**config.mk**
```make
export PLATFORM = sky130hd
export DESIGN_NAME = motion_estimator_flat
export DESIGN_NICKNAME = d
export VERILOG_FILES = /design/src/rtl/motion_estimator_if.sv /design/src/rtl/motion_estimator.sv /design/src/flat_wrapper.sv
export SDC_FILE = /design/constraint.sdc
export NUM_CORES = 2
export LEC_CHECK = 0
export BUFFER_PORTS_ARGS = -buffer_cell sky130_fd_sc_hd__buf_2
export CAP_MARGIN = 40
export CORE_ASPECT_RATIO = 0.9
export CORE_MARGIN = 1
export CORE_UTILIZATION = 65
export CTS_CLUSTER_SIZE = 12
export DETAILED_ROUTE_END_ITERATION = 10
export HOLD_SLACK_MARGIN = 0.12
export PLACE_DENSITY = 0.82
export SYNTH_ARGS = -nofsm -noshare
export SYNTH_HDL_FRONTEND = slang
export SYNTH_SLANG_ARGS = --single-unit
export TNS_END_PERCENT = 1
```
**constraint.sdc**
```tcl
create_clock -name clock -period 7.96 [get_ports clock]
set_clock_uncertainty 0.1 [all_clocks]
set_input_delay 0.398 -clock clock [delete_from_list [all_inputs] [get_ports clock]]
set_output_delay 0.398 -clock clock [all_outputs]
set_load 0.01 [all_outputs]
```
**src/rtl/motion_estimator_if.sv**
```systemverilog
`default_nettype none
// +--------------------------------------------------------------------------+
// | Module   : motion_estimator_if                                           |
// | Purpose  : Bus between the motion estimator, the reference/search frame  |
// |            memories and the encoder control.                             |
// | Signals  : start                  run/hold request from encoder control  |
// |            R, S1, S2              pixel data returned by the memories    |
// |            AddressR/S1/S2         pixel addresses issued by the estimator|
// |            motionX, motionY       best displacement (two's complement)   |
// |            BestDist               best SAD saturated to 8 bits           |
// |            completed              search finished, result final          |
// | Modports : master = memories + encoder side, slave = estimator           |
// | Revision : 1.0  initial release                                          |
// +--------------------------------------------------------------------------+
interface motion_estimator_if;
  logic       start;
  logic [7:0] R;
  logic [7:0] S1;
  logic [7:0] S2;
  logic [7:0] AddressR;
  logic [9:0] AddressS1;
  logic [9:0] AddressS2;
  logic [3:0] motionX;
  logic [3:0] motionY;
  logic [7:0] BestDist;
  logic       completed;

  modport master (
    output start, R, S1, S2,
    input  AddressR, AddressS1, AddressS2, motionX, motionY, BestDist, completed
  );

  modport slave (
    input  start, R, S1, S2,
    output AddressR, AddressS1, AddressS2, motionX, motionY, BestDist, completed
  );
endinterface
`default_nettype wire

```
**src/rtl/motion_estimator.sv**
```systemverilog
`default_nettype none
// +--------------------------------------------------------------------------+
// | Module   : motion_estimator                                              |
// | Purpose  : Full-search block matcher. A 16x16 reference block is matched |
// |            against all 256 positions (dx,dy in -8..7) of a 32x32 search  |
// |            window with a 16-PE systolic array; the position of minimum   |
// |            SAD is reported.                                              |
// | Ports    : clock   rising-edge clock                                     |
// |            reset   synchronous, active-low                               |
// |            bus     motion_estimator_if.slave (start, pixels, addresses,  |
// |                    motionX/motionY/BestDist/completed)                   |
// | Revision : 1.0  initial release                                          |
// +--------------------------------------------------------------------------+
module motion_estimator (
  input wire logic          clock,
  input wire logic          reset,
  motion_estimator_if.slave bus
);

  localparam logic [12:0] c_count_done = 13'd4112;
  localparam logic [12:0] c_first_cmp  = 13'd256;
  localparam logic [12:0] c_last_cmp   = 13'd4111;

  logic        w_run;
  logic [12:0] r_count;
  logic [3:0]  w_vy;
  logic [3:0]  w_row;
  logic [3:0]  w_col;
  logic [4:0]  w_srow;
  logic [9:0]  w_sbase;

  // Everything in the datapath is held cleared unless a run is active, so
  // the registers are already zero on the count=0 cycle that opens a run.
  assign w_run = reset & bus.start;

  always_ff @(posedge clock) begin
    if (!w_run) begin
      r_count <= '0;
    end else if (r_count < c_count_done) begin
      r_count <= r_count + 13'd1;
    end
  end

  // Address generation: vy selects the window row offset, r/c walk the block.
  assign w_vy    = r_count[11:8];
  assign w_row   = r_count[7:4];
  assign w_col   = r_count[3:0];
  assign w_srow  = {1'b0, w_vy} + {1'b0, w_row};
  assign w_sbase = {w_srow, 5'd0} + {6'd0, w_col};

  assign bus.AddressR  = r_count[7:0];
  assign bus.AddressS1 = w_sbase;
  assign bus.AddressS2 = w_sbase + 10'd16;

  // R delay chain (tap k = sample issued k cycles ago) and a 16-deep S2
  // delay giving the right-half pixel of the previous block row.
  logic [7:0] r_rdly  [1:15];
  logic [7:0] r_s2dly [0:15];

  always_ff @(posedge clock) begin
    if (!w_run) begin
      for (int i = 1; i < 16; i++) r_rdly[i] <= '0;
      for (int i = 0; i < 16; i++) r_s2dly[i] <= '0;
    end else begin
      r_rdly[1] <= bus.R;
      for (int i = 2; i < 16; i++) r_rdly[i] <= r_rdly[i-1];
      r_s2dly[0] <= bus.S2;
      for (int i = 1; i < 16; i++) r_s2dly[i] <= r_s2dly[i-1];
    end
  end

  logic [7:0]  w_pe_r  [0:15];
  logic [7:0]  w_pe_s  [0:15];
  logic [7:0]  w_pe_ad [0:15];
  logic [15:0] r_acc   [0:15];

  // PE k handles dx=k-8. While the delayed R sample's column plus k stays in
  // the left 16 columns it lines up with the current S1 pixel; once it wraps
  // past, the needed pixel was fetched as S2 one block row (16 cycles) ago.
  generate
    for (genvar k = 0; k < 16; k++) begin : g_pe
      if (k == 0) begin : g_head
        assign w_pe_r[k] = bus.R;
        assign w_pe_s[k] = bus.S1;
      end else begin : g_tail
        assign w_pe_r[k] = r_rdly[k];
        assign w_pe_s[k] = (w_col >= 4'(k)) ? bus.S1 : r_s2dly[15];
      end
      assign w_pe_ad[k] = (w_pe_r[k] >= w_pe_s[k]) ? (w_pe_r[k] - w_pe_s[k])
                                                   : (w_pe_s[k] - w_pe_r[k]);
    end
  endgenerate

  // PE k sees the first pixel of a candidate row when count[7:0]==k and
  // restarts its sum there; the previous sum is read by the comparator on
  // that same edge.
  always_ff @(posedge clock) begin
    if (!w_run) begin
      for (int i = 0; i < 16; i++) r_acc[i] <= '0;
    end else begin
      for (int i = 0; i < 16; i++) begin
        if (r_count[7:0] == 8'(i)) begin
          r_acc[i] <= {8'd0, w_pe_ad[i]};
        end else begin
          r_acc[i] <= r_acc[i] + {8'd0, w_pe_ad[i]};
        end
      end
    end
  end

  // Finished SAD of PE k (candidate row vy) sits in r_acc[k] while
  // count = (vy+1)*256 + k; count 4096..4111 wraps vy back to 15.
  logic        w_cmp_valid;
  logic [15:0] w_cmp_sad;
  logic [3:0]  w_cmp_vy;
  logic [15:0] r_best;
  logic [3:0]  r_mx;
  logic [3:0]  r_my;

  assign w_cmp_valid = (r_count >= c_first_cmp) && (r_count <= c_last_cmp) &&
                       (r_count[7:4] == 4'd0);
  assign w_cmp_sad   = r_acc[r_count[3:0]];
  assign w_cmp_vy    = r_count[11:8] - 4'd1;

  // Results hold while start is low; only a fresh run reinitialises them.
  // Strict less-than keeps the earliest candidate in scan order on ties.
  always_ff @(posedge clock) begin
    if (!reset) begin
      r_best <= 16'hFFFF;
      r_mx   <= '0;
      r_my   <= '0;
    end else if (bus.start) begin
      if (r_count == '0) begin
        r_best <= 16'hFFFF;
        r_mx   <= '0;
        r_my   <= '0;
      end else if (w_cmp_valid && (w_cmp_sad < r_best)) begin
        r_best <= w_cmp_sad;
        r_mx   <= {~r_count[3], r_count[2:0]};   // k-8 in 4-bit two's complement
        r_my   <= {~w_cmp_vy[3], w_cmp_vy[2:0]}; // vy-8
      end
    end
  end

  assign bus.motionX   = r_mx;
  assign bus.motionY   = r_my;
  assign bus.BestDist  = (r_best > 16'd255) ? 8'hFF : r_best[7:0];
  assign bus.completed = (r_count == c_count_done);

endmodule
`default_nettype wire

```
**src/flat_wrapper.sv**
```systemverilog
// flat-port wrapper written by rule: the top's interface ports become plain ports
module motion_estimator_flat 
  (clock, reset, bus_start, bus_R, bus_S1, bus_S2, bus_AddressR, bus_AddressS1, bus_AddressS2, bus_motionX, bus_motionY, bus_BestDist, bus_completed);
  motion_estimator_if bus_i ();
  input wire logic clock;
  input wire logic reset;
  input wire logic [$bits(bus_i.start)-1:0] bus_start;
  input wire logic [$bits(bus_i.R)-1:0] bus_R;
  input wire logic [$bits(bus_i.S1)-1:0] bus_S1;
  input wire logic [$bits(bus_i.S2)-1:0] bus_S2;
  output wire logic [$bits(bus_i.AddressR)-1:0] bus_AddressR;
  output wire logic [$bits(bus_i.AddressS1)-1:0] bus_AddressS1;
  output wire logic [$bits(bus_i.AddressS2)-1:0] bus_AddressS2;
  output wire logic [$bits(bus_i.motionX)-1:0] bus_motionX;
  output wire logic [$bits(bus_i.motionY)-1:0] bus_motionY;
  output wire logic [$bits(bus_i.BestDist)-1:0] bus_BestDist;
  output wire logic [$bits(bus_i.completed)-1:0] bus_completed;
  assign bus_i.start = bus_start;
  assign bus_i.R = bus_R;
  assign bus_i.S1 = bus_S1;
  assign bus_i.S2 = bus_S2;
  assign bus_AddressR = bus_i.AddressR;
  assign bus_AddressS1 = bus_i.AddressS1;
  assign bus_AddressS2 = bus_i.AddressS2;
  assign bus_motionX = bus_i.motionX;
  assign bus_motionY = bus_i.motionY;
  assign bus_BestDist = bus_i.BestDist;
  assign bus_completed = bus_i.completed;
  motion_estimator u_core (.clock(clock), .reset(reset), .bus(bus_i));
endmodule
```
==> run_results.csv <==
group,metric,value,unit
drt,drt_iter0_drc,3341,
clock_network,clk_latency,0.67,ns
setup_path,cp_max_fo,11,
die,die_w,263.3,um
drt,firstDrtPassIters,5,
synthesis,synth_area,39940,sq um
place,dpl.cell_count,5386,
global_route,grt_util_all_layers,37.09,%
hold_path,holdPathStages,2,
clock_network,tritoncts,"yes",
drt,dr_total_vias,33280,
final_layout,layout.nets,5167,
synthesis,avgSynthCellArea,9.049,sq um
hold_path,min_to,"u_core.r_best[13]",
die,die_h,237.2,um
synthesis,ys_seq_area_share,33.73,%
clock_network,post_cts_buffers,0,
setup_path,critPathKind,"reg2reg",
setup_path,start_kind,"flop",
drt,drc,0,
setup_path,slowest_stage,"a311oi_1",
place,place.gp.congestion,1.001,
die,pin_count,72,
timing,finalCriticalPeriod,6.930,ns
timing,slew_headroom,35.07,%
pwr,irDropWorstVdd,0.1438,mV
setup_path,crit_arrival,7.24,ns
place,port_buffers,69,
setup_path,rrSetupSlack,1.03,ns
timing,tightest_slew,0.9726,ns
pwr,power_density,155.3,nW/um^2
synthesis,synth_edf_count,256,
drt,routed_via_density,6.037,
timing,clock.fmax,144.3,MHz
status,status,"complete, no violations",
global_route,antenna_found_initial,9,
die,start_util,66.24,%
final_layout,stdcell_area,44050,sq um
setup_path,crit_required,8.27,ns
synthesis,async_flop_share,0,%
drt,ant_nets,0,
clock_network,hold_buffers,16,
die,core,60300,sq um
clock_network,htree_levels,2,
timing,tns,0,ns
clock_network,cts_inserted_buffers,60,
final_layout,fin_cells,5512,
setup_path,worstReg2RegEnd,"u_core.r_acc[13][14]",
timing,slew_violations,0,
clock_network,path_clk_slew,0.06,ns
global_route,overflow,0,
setup_path,reg2regPathDepth,25,
global_route,grt_pass1_vias,31960,
timing,rsz0062_at_grt,"false",
hold_path,hp-class,"in2reg",
setup_path,max_stage_delay,0.63,ns
pwr,p_leak,0.01918,uW
drt,wl_per_cell,21.07,um
synthesis,ys_warn_count,0,
synthesis,syn-instance-count,4414,
timing,fin_crit_sh,87.06,%
synthesis,synth_seq_cells,545,
final_layout,final_common_cell,"nor2_1",
final_layout,fill_cells,4557,
place,place_ws,1.274,ns
timing,setup-violations-final,0,
global_route,grt_max_degree,156,
clock_network,cts_resized,0,
hold_path,min_from,"reset",
final_layout,most-common-layout-cells,"nor2_1 (461), ha_1 (410), inv_1 (407), nand2_1 (377), dfxtp_1 (287)",
setup_path,crit_path_end_kind,"flop",
drt,wirelength,116100,um
timing,setup_slack,1.030,ns
die,dieArea,62440,sq um
pwr,total_power,6840,uW
synthesis,synth-main-ff-cell,"dfxtp_1",
setup_path,r2r_start,"u_core.r_count[1]",
final_layout,drive_above_1_share,8.296,%
synthesis,synth_area_leaders,"edfxtp_1 (19%), dfxtp_1 (14%), ha_1 (13%)",
run,max_cap_viol_count,0,
place,dp_hpwl,87670,um
synthesis,yosysTopAreaCellShare,19.25,%
clock_network,cts.sinks,545,
clock_network,root_buffer,"clkbuf_16",
die,num_rows,85,
synthesis,synth.largest_area_cell,"edfxtp_1",
global_route,grt_pass1_wl,179700,um
synthesis,ys_types,78,
timing,hold_violations,0,
place,place_area,41980,sq um
final_layout,areaGrowthSynthToFinish,10.30,%
clock_network,clockBufferDepth,3,
==> worst max path at each step <==
stage / start / end / slack (ns) / cells past startpoint
floorplan: u_core.r_count[0] / u_core.r_acc[13][15] / 2.13 / 24
global placement: u_core.r_count[1] / u_core.r_acc[9][10] / 1.35 / 24
detailed placement: u_core.r_count[1] / u_core.r_acc[1][12] / 1.27 / 27
CTS: u_core.r_count[1] / u_core.r_acc[13][14] / 1.23 / 25
global route: u_core.r_count[1] / u_core.r_acc[1][12] / 0.61 / 26
finish: u_core.r_count[1] / u_core.r_acc[13][14] / 1.03 / 25
==> kinds of logic (layout without fill, tap and decap cells) <==
family	after synthesis	count (layout)	share of synthesized area, %
AND/OR/NAND/NOR	1446	1446	17.19
buffers and inverters	609	664	6.018
other	2	262	0.01880
flip-flops	545	545	33.73
multiplexers	214	214	8.010
adder cells (fa/ha/maj)	459	459	15.30
AO/OA/AOI/OAI	859	859	13.60
XOR/XNOR	280	280	6.140
==> Yosys cell counts (all sizes together) (29+ instances only) <==
library cell and instances:
a21boi 42, a21o 82, a21oi 256, and3 175, buf 51, clkbuf 151, dfxtp 289, edfxtp 256
fa 49, ha 410, inv 407, mux2 45, mux2i 89, mux4 80, nand2 378, nand2b 51
nand3 114, nand4 34, nor2 461, nor2b 79, nor3 42, o21ai 228, o31ai 29, xnor2 195
xor2 85
==> cell type report <==
type | count | area, sq um | share of cell area, %
flip-flops and latches | 545 | 13480 | 30.60
multi-input cells | 3516 | 25070 | 56.91
well taps | 783 | 979.7 | 2.224
inverters | 407 | 1528 | 3.468
clock inverters | 30 | 277.8 | 0.6305
clock buffers | 76 | 1623 | 3.684
diodes | 4 | 10.01 | 0.02272
repair buffers | 151 | 1085 | 2.462
==> report_power, final <==
| group | total [uW] | switching [uW] | leakage (uW) | internal [uW] |
|---|---|---|---|---|
| Combinational | 977 | 594 | 0.0133 | 383 |
| Clock | 2730 | 1220 | 0.000946 | 1510 |
| Sequential | 3130 | 99.9 | 0.00497 | 3030 |
==> flip-flops by register name, indices dropped and copies added (netlist names), named ones only <==
register and count:
u_core.r_s2dly 128, u_core.r_count 13, u_core.bus.motionY 4, u_core.r_rdly 120
u_core.r_best 16, u_core.bus.motionX 4, u_core.r_acc 256
==> through the flow <==
stage | util, % | hold slack, ns
2_1_floorplan | - | 0.3377
4_1_cts | 73.04 | 0.1244
6_report | 73.06 | 0.1580
5_1_grt | 73.04 | 0.1617
3_3_place_gp | 69.35 | 0.3446
3_5_place_dp | 69.62 | 0.3496
==> critical path, delay by kind of cell (launching register included) <==
family	cells	cell delay [ns]
AND/OR/NAND/NOR	4	0.58
multiplexers	2	0.62
buffers and inverters	3	0.57
XOR/XNOR	2	0.40
AO/OA/AOI/OAI	10	2.47
flip-flops	1	0.43
adder cells (fa/ha/maj)	4	1.49
==> metal layers <==
metal  wire length (um)  vias up  global-route usage, %  part of all wire [%]
met5                 81        -                      0                 0.070
met4               6843       12                  20.49                   5.9
met3              11380      359                  7.283                   9.8
met2              50590     1410                  57.78                    44
met1              47220    15860                  48.72                    41
li1                   -    15640                      -                     -
No activity file was read; power rests on OpenSTA's default activity.
